===== src/rtl/nibble_serial_adder_ctrl.sv =====
// Serial WIDTH-bit adder sequencer: one 4-bit ripple slice, one nibble per clock, LS nibble first.
// sum/cout are committed only on entry to DONE, so they never expose partial results.

module nsa_slice (
  input  logic [3:0] a,
  input  logic [3:0] b,
  input  logic       ci,
  output logic [3:0] s,
  output logic       co
);
  assign {co, s} = {1'b0, a} + {1'b0, b} + {4'b0000, ci};
endmodule

module nibble_serial_adder_ctrl #(
  parameter int WIDTH = 16
) (
  input  logic             clk,
  input  logic             rst_n,
  input  logic             start,
  input  logic [WIDTH-1:0] a,
  input  logic [WIDTH-1:0] b,
  input  logic             cin,
  output logic             busy,
  output logic             done,
  output logic [WIDTH-1:0] sum,
  output logic             cout
);
  localparam int NIBBLES = WIDTH / 4;
  localparam int CW      = (NIBBLES > 1) ? $clog2(NIBBLES) : 1;
  localparam logic [CW-1:0] LAST = CW'(NIBBLES - 1);

  typedef enum logic [1:0] {IDLE, RUN, DONE} state_t;

  state_t           state, state_nx;
  logic [CW-1:0]    cnt;
  logic             carry;
  logic [WIDTH-1:0] areg, breg, psum, psum_nx;
  logic [CW+1:0]    nidx;
  logic [3:0]       s;
  logic             c;
  logic             accept;

  assign nidx = {cnt, 2'b00};

  nsa_slice u_slice (
    .a  (areg[nidx +: 4]),
    .b  (breg[nidx +: 4]),
    .ci (carry),
    .s  (s),
    .co (c)
  );

  always_comb begin
    state_nx = state;
    accept   = 1'b0;
    psum_nx  = psum;
    psum_nx[nidx +: 4] = s;
    case (state)
      IDLE: if (start) begin
        accept   = 1'b1;
        state_nx = RUN;
      end
      RUN: if (cnt == LAST) state_nx = DONE;
      DONE: begin
        accept   = start;
        state_nx = start ? RUN : IDLE;
      end
      default: state_nx = IDLE;
    endcase
  end

  always_ff @(posedge clk) begin
    if (!rst_n) begin
      state <= IDLE;
      cnt   <= '0;
      carry <= 1'b0;
      areg  <= '0;
      breg  <= '0;
      psum  <= '0;
      sum   <= '0;
      cout  <= 1'b0;
    end else begin
      state <= state_nx;
      if (accept) begin
        areg  <= a;
        breg  <= b;
        carry <= cin;
        cnt   <= '0;
      end else if (state == RUN) begin
        psum  <= psum_nx;
        carry <= c;
        if (cnt == LAST) begin
          sum  <= psum_nx;
          cout <= c;
        end else begin
          cnt <= cnt + 1'b1;
        end
      end
    end
  end

  assign busy = (state == RUN);
  assign done = (state == DONE);

endmodule

===== config.mk =====
export PLATFORM = sky130hd
export DESIGN_NAME = nibble_serial_adder_ctrl
export DESIGN_NICKNAME = d
export VERILOG_FILES = /design/src/rtl/nibble_serial_adder_ctrl.sv
export SDC_FILE = /design/constraint.sdc
export NUM_CORES = 1
export LEC_CHECK = 0
export BUFFER_PORTS_ARGS = -buffer_cell sky130_fd_sc_hd__buf_2
export CORE_ASPECT_RATIO = 2
export CORE_MARGIN = 2
export CORE_UTILIZATION = 47
export CTS_BUF_LIST = sky130_fd_sc_hd__clkbuf_8
export CTS_CLUSTER_SIZE = 30
export DETAILED_ROUTE_END_ITERATION = 8
export HOLD_SLACK_MARGIN = 0.1
export MAX_ROUTING_LAYER = met4
export PLACE_DENSITY = 0.74
export SYNTH_ARGS = -nofsm -noshare
export SYNTH_HDL_FRONTEND = slang
export SYNTH_SLANG_ARGS = --single-unit

===== constraint.sdc =====
create_clock -name clk -period 3.95 [get_ports clk]
set_input_delay 0.1975 -clock clk [delete_from_list [all_inputs] [get_ports clk]]
set_output_delay 0.1975 -clock clk [all_outputs]
set_load 0.005 [all_outputs]

---- After elaboration in Yosys (flattened, before gate mapping) ----
Index checks and enable logic that the tools add are counted.
W data, S select, Z words.
operators by class
  mux-type cells .......................... 9
  reductions and logical operators ........ 7
  add/subtract/negate cells ............... 4
  bitwise logic cells ..................... 3
  shifts and indexed selects .............. 4
  equal/unequal tests ..................... 5
operators with widths
  operator                  count
  $shiftx A16 B5 Y4         2
  $bwmux W16                1
  $shift A4 B6 Y16 const A  1
  $shiftx A4 B6 Y16         1
  $neg A4 Y6                1
  $pmux W2 S3               1
  $reduce_and A2 Y1         3
  $add A4 B4 Y5             1
  $add A5 B1 Y5             1
  $eq A2 B2 Y1 const B      2
  $mux W1                   4
  $mux W2                   2
  $not A1 Y1                3
  $reduce_and A3 Y1         1
  $add A2 B1 Y2 const B     1
  $eq A2 B1 Y1 const B      1
  $logic_not A2 Y1          1
  $ne A2 B1 Y1 const B      1
  $ne A2 B2 Y1 const B      1
  $pmux W1 S2               1
  $reduce_bool A2 Y1        1
  $reduce_or A2 Y1          1
storage, ports and cells
  input bits .............................. 36
  output and inout port bits .............. 19
  register bits after elaboration ......... 70

---- Depth between registers and ports, before layout ----
Gate-level depths: netlist of run 1.
  word-level depth ........................ 5
  depth in mapped cells ................... 9

---- Cells and area by module ----
Synthesis of run 1 repeated with hierarchy kept, for this count alone.
unflattened totals
  cell total of the unflattened synthesis .. 339
  area, all modules ....................... 3209.3 sq um
modules (own cells, without submodules)
  module                    cells an instance  sequential area each (sq um)  area an instance (sq um)  times used
  nibble_serial_adder_ctrl  323                1401.3                        3065.4                    1
  nsa_slice                 16                 0.0                           143.9                     1

---- Least setup slack after synthesis of run 1 ----
Ideal clock, no wire load.
  path type ............................... register to register
  from .................................... register cnt[0]
  to ...................................... register psum[5]
  data arrival time ....................... 2.809 ns
  required time ........................... 3.834 ns
  path slack .............................. 1.025 ns
  stages on the path, launching flop included .. 10
  path buffers ............................ 2
  path through ............................ dfxtp_1 > buf_2 > buf_2 > mux4_2 > fa_1 > fa_1 > nor2b_1 > a41oi_1 > nand2_1 > o211a_1
on the way
  cells in the longest elaborated chain, start to end .. 5
  elaborated cells between the ends (all ways) .. 8
  classes of those cells .................. 3 x add/sub; 4 x shift; 1 x mux
ends and longest elaborated chain
  what                                  line    RTL
  start: declaration                    35      logic [CW-1:0] cnt;
  start signal: assignment              96      cnt <= cnt + 1'b1;
  $shiftx A16 B5 Y4 (on tied branches)  46, 47
  $add A4 B4 Y5                         11      assign {co, s} = {1'b0, a} + {1'b0, b} + {4'b0000, ci};
  $add A5 B1 Y5                         11
  $shiftx A4 B6 Y16                     57      psum_nx[nidx +: 4] = s;
  $bwmux W16 (*)                        57
  end signal: assignment                90      psum <= psum_nx;
  end: declaration                      37      logic [WIDTH-1:0] areg, breg, psum, psum_nx;
Mark *: on every way between the ends. The rest lies on a longest branch, timed or not.
A chain may end at the register's enable or synchronous reset.

---- Final worst setup path of run 1 ----
  from .................................... register cnt[0]
  to ...................................... register psum[14]
Same word-level chain as after synthesis.

==> reports/summary.txt, run 1 <==
Worst-path fanout max = 6
Core area = 0.00662 mm²
Max Cap Violations = 0
Setup bufs post-CTS = 0
Gp weighted congestion = 0.911
Initial Util = 48.2%
Top_reg_cell synth = dfxtp_1
Peak VDD IR = 0.230 mV
Total Power = 1.43 mW
Layout Nets = 456
Die ar. = 0.00751 mm²
Kind of critical path = reg2reg
Vias in the first global route = 2,784
CTS tree = built
WP data required = 4.23 ns
Final setup vio count = 0
Layout cell share with drive strength beyond 1 = 20.6%
I/O Pins = 55
Max-slew violations = 0
Count of final hold-check violations = 0
Async SR Flop Fraction = 0%
Final Util = 57.6%
TNS Setup = 0 ns
Avg WL per Cell = 14.5 µm
Clk buf depth = 2
CTS Sinks = 70
Type of origin of the critical path = register
Syn nets = 396
CP dominant cell by count = fa_1
Worst setup EP type = register
Root buf cell = clkbuf_8
Status = finished, final reports clean
Die X = 62.3 µm
Flop and latch count out of synthesis = 70
Average cell area after synthesis = 9.15 µm²
Hold Worst Slack = 0.108 ns
DR iter-0 viols = 129
Total CTS buffers = 9
Buffer and inverter count on the worst path = 0
Antenna diodes = 0
Routed via count = 2,707
EDFF count, synth = 0
I/O Buffers = 54
Hold buffers post-CTS = 14
Met1 usage = 20.2%
Mapped Cells = 349
Synth cell types = 39
Clock slew seen by the registers of the worst setup and hold paths = 0.07 ns
Crit-path leading delay family = adder cells
Standby leakage power = 1.72 nW
Critical-path cell with the highest stage delay = mux4_2
Rows = 42
Total grt overflow = 0
First-pass GRT wire length = 12,400 µm
Total Routing Usage GR = 21.7%
Detailed placement HPWL = 5290 µm
Drt via density = 5.41
Max Clock Skew = 0.00708 ns
GR peak layer = met2
DR DRC count = 0
Post-cts resize count = 0
Htree depth = 3
Minimum clock period = 2.88 ns
Design Area, Final = 0.00381 mm²
Clk_lat worst skew = 0.35 ns
Routed WL = 7270 µm
GRT met3 Usage = 4.56%
Ys Warns = 0
Max stage delay on crit path = 0.57 ns
Post-route ant nets = 0
Slew @ Worst Pin = 0.906 ns
Power per cell area = 374 mW/mm²
Tcrit/Tclk final = 72.9%
Area grow syn2layout = 19.4%
Sequential fraction of the synthesis area = 43.9%
Maximum clock rate = 347 MHz
Largest net degree at the start of global routing = 39
Arr. time, crit path = 3.16 ns
Cell Area, Synth = 0.00319 mm²
CP Cell Sequence = mux4_2 -> fa_1 -> fa_1 -> xor2_1 -> and2_1 -> a22oi_1 -> nor2b_1
Hold WC Path Type = in2reg
DRT Pass-1 Iters = 4
RSZ-0062 raised after global routing = no
Max-slew headroom = 39.6%
Placed cell area = 0.00352 mm²
Die H = 121 µm
GR Util met2 = 38.9%
Initial antenna violation count = 0
## worst reg2reg max path: stages (launching register included)
cell and delay [ns]:
dfxtp_1 0.53, mux4_2 0.57, fa_1 0.46, fa_1 0.42, xor2_1 0.35, and2_1 0.25, a22oi_1 0.10, nor2b_1 0.14
## registers in the layout (all words and copies together) (netlist names)
| register | flops |
|---|---|
| areg | 16 |
| breg | 16 |
| carry | 1 |
| cnt | 2 |
| cout | 1 |
| psum | 16 |
| state | 2 |
| sum | 16 |
## kinds of logic (layout without fill, tap and decap cells)
logic type / after synthesis / in the layout / synth area share, %
AO/OA/AOI/OAI: 89 / 89 / 21.2
XOR/XNOR: 2 / 2 / 0.549
adder cells (fa/ha/maj): 11 / 11 / 4.78
buffers and inverters: 32 / 95 / 4.11
flip-flops: 70 / 70 / 43.9
multiplexers: 8 / 8 / 5.64
AND/OR/NAND/NOR: 137 / 137 / 19.8
## worst paths after layout
check	from	to	slack, ns	cells past startpoint
worst min-delay path	a[1]	areg[1]	0.11	3
worst min register to register	breg[3]	breg[3]	0.46	2
worst max register to register	cnt[0]	psum[14]	1.07	7
worst max-delay path	cnt[0]	psum[14]	1.07	7
## power breakdown
group	switching, mW	total (mW)	leakage (nW)	internal (mW)
combinational	0.108	0.196	1.06	0.0877
clock	0.244	0.475	0.0904	0.231
sequential	0.0190	0.755	0.571	0.736
## layer usage
| metal | part of all wire (%) | up-vias |
|---|---|---|
| met3 | 3.4 | 31 |
| li1 | - | 1337 |
| met4 | 5.5 | 0 |
| met5 | 0 | - |
| met2 | 54 | 80 |
| met1 | 37 | 1259 |
## cells in the mapped netlist, types with 4 or more instances
cell / instances / area, µm²
nand2_1: 87 / 327
dfxtp_1: 70 / 1400
a21boi_0: 32 / 240
nor2b_1: 17 / 106
clkbuf_1: 15 / 56.3
o211a_1: 14 / 140
buf_2: 9 / 45.0
ha_1: 9 / 113
o21ai_0: 9 / 45.0
mux4_2: 8 / 180
nand3_1: 8 / 40.0
nor2_1: 8 / 30.0
inv_1: 7 / 26.3
a21oi_1: 6 / 30.0
a32oi_1: 6 / 52.6
a221oi_1: 5 / 43.8
nor3b_1: 5 / 37.5
a22oi_1: 4 / 30.0
a31oi_1: 4 / 25.0
## cell type report
class / instances / area (µm²)
multi-input cells: 247 / 1660
flip-flops and latches: 70 / 1400
repair buffers: 74 / 455
inverters: 7 / 26.3
clock inverters: 4 / 17.5
clock buffers: 10 / 138
fillers: 650 / 2810
well taps: 88 / 110
## per-stage QoR
| step | std cells | setup WS (ns) |
|---|---|---|
| 2_1_floorplan | 349 | 1.02 |
| 3_3_place_gp | 472 | 1.15 |
| 3_5_place_dp | 472 | 1.08 |
| 4_1_cts | 500 | 1.07 |
| 5_1_grt | 500 | 0.885 |
| 6_report | 500 | 1.07 |
## cells in the final DEF (no fill, tap or decap), types with 9 or more instances in the layout
cell           instances
clkbuf_8              10
buf_2                 54
a21boi_0              32
o211a_1               14
nand2_1               87
o21ai_0                9
dfxtp_1               70
inv_1                  9
ha_1                   9
nor2b_1               16
dlygate4sd3_1         14
(Power assumes the default switching activity.)
==> run 2, diff against run 1 <==
--- a/config.mk
+++ b/config.mk
@@ -5,6 +5,7 @@
 export SDC_FILE = /design/constraint.sdc
 export NUM_CORES = 1
 export LEC_CHECK = 0
+export ABC_AREA = 1
 export BUFFER_PORTS_ARGS = -buffer_cell sky130_fd_sc_hd__buf_2
 export CORE_ASPECT_RATIO = 2
 export CORE_MARGIN = 2
@@ -14,7 +15,7 @@
 export DETAILED_ROUTE_END_ITERATION = 8
 export HOLD_SLACK_MARGIN = 0.1
 export MAX_ROUTING_LAYER = met4
-export PLACE_DENSITY = 0.74
+export PLACE_DENSITY = 0.76
 export SYNTH_ARGS = -nofsm -noshare
 export SYNTH_HDL_FRONTEND = slang
 export SYNTH_SLANG_ARGS = --single-unit
==> constraint.sdc (replaced) <==
create_clock -name clk -period 2.4 [get_ports clk]
set_input_delay 0.12 -clock clk [delete_from_list [all_inputs] [get_ports clk]]
set_output_delay 0.12 -clock clk [all_outputs]
set_load 0.005 [all_outputs]
==> run 2 against run 1 <==
  * Highest routed layer unchanged
  * Utilization up 3.1 points
  * Power up 89%
  * Cell count up 24%
  * Non-clock buffer count up 23
  * Clock power up 90%
  * Largest power group unchanged
  * Die area up 1.9%
  * Wire length up 5.8%
  * First-iteration DRC count up 23%
  * Critical endpoint is now sum[14]
  * Global-route usage up 0.17 points
==> reports/summary.txt, run 2 <==
Sequential power share = 47.4% (was 52.9%)
Switching power total = 0.777 mW (was 0.372 mW)
Commonest non-fill, non-tap cell in the layout = nor2_1 (was nand2_1)
Most numerous cell in the Yosys netlist = nor2_1 (was nand2_1)
Vias in the first global route = 2,856 (was 2,784)
Power per cell area = 650 mW/mm² (was 374 mW/mm²)
Cell Area, Synth = 0.00326 mm² (was 0.00319 mm²)
Worst setup EP type = register (unchanged)
Max-slew violations = 0 (unchanged)
Clock slew seen by the registers of the worst setup and hold paths = 0.07 ns (about the same)
Minimum clock period = 2.23 ns (was 2.88 ns)
Synth top cells by count = nor2_1 (91), dfxtp_1 (70), o21ai_0 (60) (was nand2_1 (87), dfxtp_1 (70), a21boi_0 (32))
Htree depth = 3 (unchanged)
Die H = 122 µm (was 121 µm)
Max-slew headroom = 63.5% (was 39.6%)
Clk_lat worst skew = 0.36 ns (was 0.35 ns)
Layout Nets = 570 (was 456)
Switching share of power = 28.9% (was 26.0%)
I/O Buffers = 54 (unchanged)
EDFF count, synth = 0 (unchanged)
Peak VDD IR = 0.383 mV (was 0.230 mV)
CTS tree = built (unchanged)
Int Pwr = 1.91 mW (was 1.06 mW)
Status = finished, final reports clean (unchanged)
Post-route ant nets = 0 (unchanged)
CTS Sinks = 70 (unchanged)
Post-Place Worst Slack = 0.0937 ns (was 1.08 ns)
Arr. time, crit path = 2.50 ns (was 3.16 ns)
Die X = 62.9 µm (was 62.3 µm)
Antenna diodes = 0 (unchanged)
Avg WL per Cell = 12.4 µm (was 14.5 µm)
Type of origin of the critical path = register (unchanged)
First-pass GRT wire length = 12,800 µm (was 12,400 µm)
Total grt overflow = 0 (unchanged)
DRT Pass-1 Iters = 4 (unchanged)
Syn nets = 484 (was 396)
Rows = 43 (was 42)
Area grow syn2layout = 27.2% (was 19.4%)
Largest net degree at the start of global routing = 35 (was 39)
Async SR Flop Fraction = 0% (unchanged)
RSZ-0062 raised after global routing = no (unchanged)
Average cell area after synthesis = 7.45 µm² (was 9.15 µm²)
Standby leakage power = 2.03 nW (was 1.72 nW)
Most frequent cells in the layout = nor2_1 (90), dfxtp_1 (68), o21ai_0 (60) (was nand2_1 (87), dfxtp_1 (70), buf_2 (54))
Area leader, netlist = dfxtp_1 (unchanged)
Hold WC Path Type = in2reg (unchanged)
Routed WL = 7690 µm (was 7270 µm)
Final Util = 60.6% (was 57.6%)
Max Clock Skew = 0.00766 ns (was 0.00708 ns)
DR iter-0 viols = 159 (was 129)
Final setup vio count = 0 (unchanged)
Core area = 0.00683 mm² (was 0.00662 mm²)
Top_reg_cell synth = dfxtp_1 (unchanged)
Flop and latch count out of synthesis = 70 (unchanged)
Gp weighted congestion = 0.956 (was 0.911)
Routed via count = 3,104 (was 2,707)
Initial antenna violation count = 0 (unchanged)
DR DRC count = 0 (unchanged)
Worst-path fanout max = 6 (unchanged)
Ys Warns = 0 (unchanged)
Total CTS buffers = 9 (unchanged)
Synth cell types = 29 (was 39)
Total Routing Usage GR = 21.9% (was 21.7%)
Slew @ Worst Pin = 0.546 ns (was 0.906 ns)
Detailed placement HPWL = 4980 µm (was 5290 µm)
Root buf cell = clkbuf_8 (unchanged)
Synth area leaders = dfxtp_1 (43%), nor2_1 (10%), o21ai_0 (9.2%) (was dfxtp_1 (44%), nand2_1 (10%), a21boi_0 (7.5%))
Kind of critical path = reg2reg (unchanged)
Sequential fraction of the synthesis area = 43.0% (was 43.9%)
TNS Setup = 0 ns (unchanged)
Logic pwr share = 19.1% (was 13.7%)
Clk buf depth = 2 (unchanged)
Mapped Cells = 437 (was 349)
Layout cell share with drive strength beyond 1 = 20.1% (was 20.6%)
Max Cap Violations = 0 (unchanged)
I/O Pins = 55 (unchanged)
Count of final hold-check violations = 0 (unchanged)
Tcrit/Tclk final = 93.1% (was 72.9%)
Die ar. = 0.00765 mm² (was 0.00751 mm²)
Final worst setup slack = 0.165 ns (was 1.07 ns)
Clk pwr share = 33.5% (was 33.3%)
Initial Util = 47.6% (was 48.2%)
WP data required = 2.67 ns (was 4.23 ns)
Synth top area share = 43.0% (was 43.9%)
Maximum clock rate = 447 MHz (was 347 MHz)
Drt via density = 5.02 (was 5.41)
-- run 2: cell count changes after synthesis, sizes merged, moves of 15 or more --
cell    change
o21ai      +72
a21boi     -31
nor2       +85
o22ai      +15
inv        +57
nand2      -65
nor2b      -17
-- run 2: power groups by stage --
stage	combinational (mW)	clock [mW]	sequential (mW)
floorplan	0.341	0	1.29
global placement	0.447	0	1.30
detailed placement	0.454	0	1.30
CTS	0.496	0.917	1.28
global route	0.581	0.963	1.28
finish	0.513	0.902	1.28
-- run 2: metal layers --
layer / wire [µm] / up-vias / GRT usage [%]
met5: 0 / - / -
met4: 215 / 0 / 12.5
met3: 314 / 18 / 4.34
met2: 3720 / 81 / 35.1
met1: 3450 / 1410 / 25.5
li1: - / 1595 / -
-- run 2: per-stage QoR --
step / power [mW] / cells / instance area, µm² / hold slack [ns]
5_1_grt: 2.83 / 618 / 4140 / 0.269
4_1_cts: 2.69 / 618 / 4120 / 0.243
6_report: 2.69 / 618 / 4140 / 0.250
2_1_floorplan: 1.63 / 437 / 3270 / 0.287
3_5_place_dp: 1.76 / 569 / 3600 / 0.376
3_3_place_gp: 1.75 / 569 / 3600 / 0.370
-- run 2: timing repair --
action / 4_1_cts / 5_1_grt
hold buffers: 33 / 0
endpoints found under the hold margin: 33 / 0
setup endpoints to repair: 0 / 7
setup buffers: 0 / 0
resized for setup: 0 / 8
-- run 2: cell families after synthesis --
kind of cell,after synthesis,share of synthesized area [%]
compound gates,135,23.7
xor+xnor,1,0.269
fa+ha+maj,11,4.69
buf+inv,87,11.3
flops,70,43.0
simple gates,133,17.1
-- run 2: final cells by class --
class                           instances  area [µm²]
Tap cell                               90         113
Sequential cell                        70        1410
Fill cell                             639        2690
Clock buffer                            9         124
Clock inverter                          7        57.6
Timing Repair Buffer                   97         676
Inverter                               65         244
Multi-Input combinational cell        280        1520
-- run 2: worst max-delay path, cell delays in order, from the launching register on --
cell and delay (ns):
dfxtp_4 0.37, o21ai_0 0.21, o22ai_1 0.14, fa_2 0.39, fa_2 0.37, xor2_2 0.16, nand2_1 0.10, nor2_2 0.05
nand2_1 0.05, o21ai_0 0.11, o21bai_1 0.15, inv_1 0.05
-- run 2: worst paths after layout --
check | from | end | slack (ns) | cells after the start
worst max-delay path | cnt[0] | sum[14] | 0.17 | 11
worst max register to register | cnt[0] | sum[14] | 0.17 | 11
worst min-delay path | rst_n | sum[11] | 0.25 | 4
worst min register to register | areg[10] | areg[10] | 0.48 | 2
==> run 3, diff against run 2 <==
--- a/config.mk
+++ b/config.mk
@@ -6,6 +6,7 @@
 export NUM_CORES = 1
 export LEC_CHECK = 0
 export ABC_AREA = 1
+export ABC_CLOCK_PERIOD_IN_PS = 2050
 export BUFFER_PORTS_ARGS = -buffer_cell sky130_fd_sc_hd__buf_2
 export CORE_ASPECT_RATIO = 2
 export CORE_MARGIN = 2
==> constraint.sdc (replaced) <==
create_clock -name clk -period 2.05 [get_ports clk]
set_input_delay 0.1025 -clock clk [delete_from_list [all_inputs] [get_ports clk]]
set_output_delay 0.1025 -clock clk [all_outputs]
set_load 0.005 [all_outputs]
==> run 3 against run 2 <==
  * The run now ends with setup timing left
  * Global-route usage is 1.9 points higher
  * Worst hold slack worse by 0.048 ns
  * Via count is 1.8% higher
  * Fmax is 0.53% higher
  * Critical path type unchanged
  * Critical endpoint is now psum[5]
==> reports/summary.txt, run 3 (same netlist as run 2, synthesis figures left out) <==
Status = complete, but fails checks (was finished, final reports clean)
Failing checks = setup timing
Reg-to-reg endpoint = psum[5] (was sum[14])
Peak VDD IR = 0.485 mV (was 0.383 mV)
I/O Pins = 55 (unchanged)
CP endpoint = psum[5] (was sum[14])
Max Cap Violations = 0 (unchanged)
Power per cell area = 860 mW/mm² (was 650 mW/mm²)
Final Util = 63.9% (was 60.6%)
Worst-path fanout max = 7 (was 6)
Layout Nets = 572 (was 570)
Die X = 62.9 µm (unchanged)
Initial Util = 47.6% (unchanged)
DR iter-0 viols = 184 (was 159)
CTS tree = built (unchanged)
Most frequent cells in the layout = nor2_1 (88), dfxtp_1 (68), inv_1 (57) (was nor2_1 (90), dfxtp_1 (68), o21ai_0 (60))
Total grt overflow = 0 (unchanged)
Maximum clock rate = 450 MHz (was 447 MHz)
Clock slew seen by the registers of the worst setup and hold paths = 0.08 ns (was 0.07 ns)
Max Clock Skew = 0.00669 ns (was 0.00766 ns)
Rows = 43 (unchanged)
TNS Setup = -1.67 ns (was 0 ns)
Core area = 0.00683 mm² (unchanged)
DR DRC count = 0 (unchanged)
I/O Buffers = 54 (unchanged)
Detailed placement HPWL = 5360 µm (was 4980 µm)
WP data required = 2.35 ns (was 2.67 ns)
DRT Pass-1 Iters = 4 (unchanged)
Standby leakage power = 2.10 nW (was 2.03 nW)
Hold WC Path Type = in2reg (unchanged)
Area grow syn2layout = 34.2% (was 27.2%)
Tcrit/Tclk final = 108% (was 93.1%)
Htree depth = 3 (unchanged)
Total Routing Usage GR = 23.8% (was 21.9%)
Type of origin of the critical path = register (unchanged)
HP Start = rst_n (unchanged)
Worst R2R Setup Slack = -0.17 ns (was 0.17 ns)
Max-slew headroom = 63.7% (was 63.5%)
Initial antenna violation count = 0 (unchanged)
Die H = 122 µm (unchanged)
First-pass GRT wire length = 13,900 µm (was 12,800 µm)
Hold Worst Slack = 0.202 ns (was 0.250 ns)
Final setup vio count = 16 (was 0)
Reg2reg start = cnt[0] (unchanged)
Design Area, Final = 0.00437 mm² (was 0.00414 mm²)
Largest net degree at the start of global routing = 35 (unchanged)
Minimum clock period = 2.22 ns (was 2.23 ns)
Commonest non-fill, non-tap cell in the layout = nor2_1 (unchanged)
Max-slew violations = 0 (unchanged)
Post-route ant nets = 0 (unchanged)
Clk buf depth = 2 (unchanged)
RSZ-0062 raised after global routing = yes (was no)
Layout cell share with drive strength beyond 1 = 24.0% (was 20.1%)
Routed via count = 3,160 (was 3,104)
Count of final hold-check violations = 0 (unchanged)
Critical path origin = cnt[0] (unchanged)
Drt via density = 5.10 (was 5.02)
Final non-filler cell total = 620 (was 618)
Slew @ Worst Pin = 0.544 ns (was 0.546 ns)
Arr. time, crit path = 2.53 ns (was 2.50 ns)
Worst R2R Path Depth = 9 (was 11)
Placed cell area = 0.00364 mm² (was 0.00360 mm²)
Worst setup EP type = register (unchanged)
Antenna diodes = 0 (unchanged)
Total CTS buffers = 9 (unchanged)
Gp weighted congestion = 0.840 (was 0.956)
Kind of critical path = reg2reg (unchanged)
Fillers = 634 (was 639)
Post-Place Worst Slack = -0.276 ns (was 0.0937 ns)
Routed WL = 8230 µm (was 7690 µm)
Die ar. = 0.00765 mm² (unchanged)
Avg WL per Cell = 13.3 µm (was 12.4 µm)
Root buf cell = clkbuf_8 (unchanged)
Final worst setup slack = -0.173 ns (was 0.165 ns)
CTS Sinks = 70 (unchanged)
Vias in the first global route = 3,045 (was 2,856)
Total Power = 3.76 mW (was 2.69 mW)
DP Cell Count = 570 (was 569)
Clk_lat worst skew = 0.36 ns (about the same)
## run 3: timing repair
| action | 4_1_cts | 5_1_grt |
|---|---|---|
| hold buffers | 33 | 0 |
| resized for setup | 18 | 14 |
| endpoints found under the hold margin | 33 | 0 |
| pin swaps | 7 | 6 |
| endpoints found under the setup margin | 25 | 27 |
| buffers inserted | 1 | 0 |
## run 3: worst min path at each step
stage                    to  slack, ns  depth (start not counted)
floorplan           areg[0]       0.27                          2
CTS                 areg[0]       0.20                          3
detailed placement  breg[1]       0.36                          3
global placement    areg[8]       0.36                          3
finish              areg[0]       0.20                          3
global route        areg[3]       0.26                          3
## run 3: worst max-delay path: stages, from the launching register on
cell and delay, ns:
dfxtp_4 0.41, inv_6 0.06, nor2_1 0.13, o22ai_1 0.12
fa_2 0.37, fa_2 0.57, nand3_1 0.17, o22ai_2 0.16
o21ai_0 0.10, inv_1 0.07
## run 3: power breakdown
| group | total, mW | switching [mW] | internal (mW) | leakage [nW] |
|---|---|---|---|---|
| clock | 1.58 | 0.526 | 1.05 | 0.141 |
| sequential | 1.50 | 0.0512 | 1.45 | 0.577 |
| combinational | 0.681 | 0.391 | 0.290 | 1.38 |
| total | 3.76 | 0.968 | 2.79 | 2.10 |
## run 3: final cells by class
cell class / instances / area, µm² / area share [%]
tap: 90 / 113 / 2.58
clock inverter: 7 / 161 / 3.69
multi-input combinational: 280 / 1610 / 36.9
sequential: 70 / 1410 / 32.2
timing repair buffer: 99 / 698 / 16.0
clock buffer: 9 / 124 / 2.84
inverter: 65 / 250 / 5.73
## run 3: routing by layer
metal / vias to the layer above / routed length [µm] / global-route usage, %
met5: - / 0 / -
met4: 0 / 236 / 11.0
met3: 19 / 311 / 4.25
met2: 73 / 4090 / 39.9
met1: 1472 / 3590 / 27.7
li1: 1596 / - / -
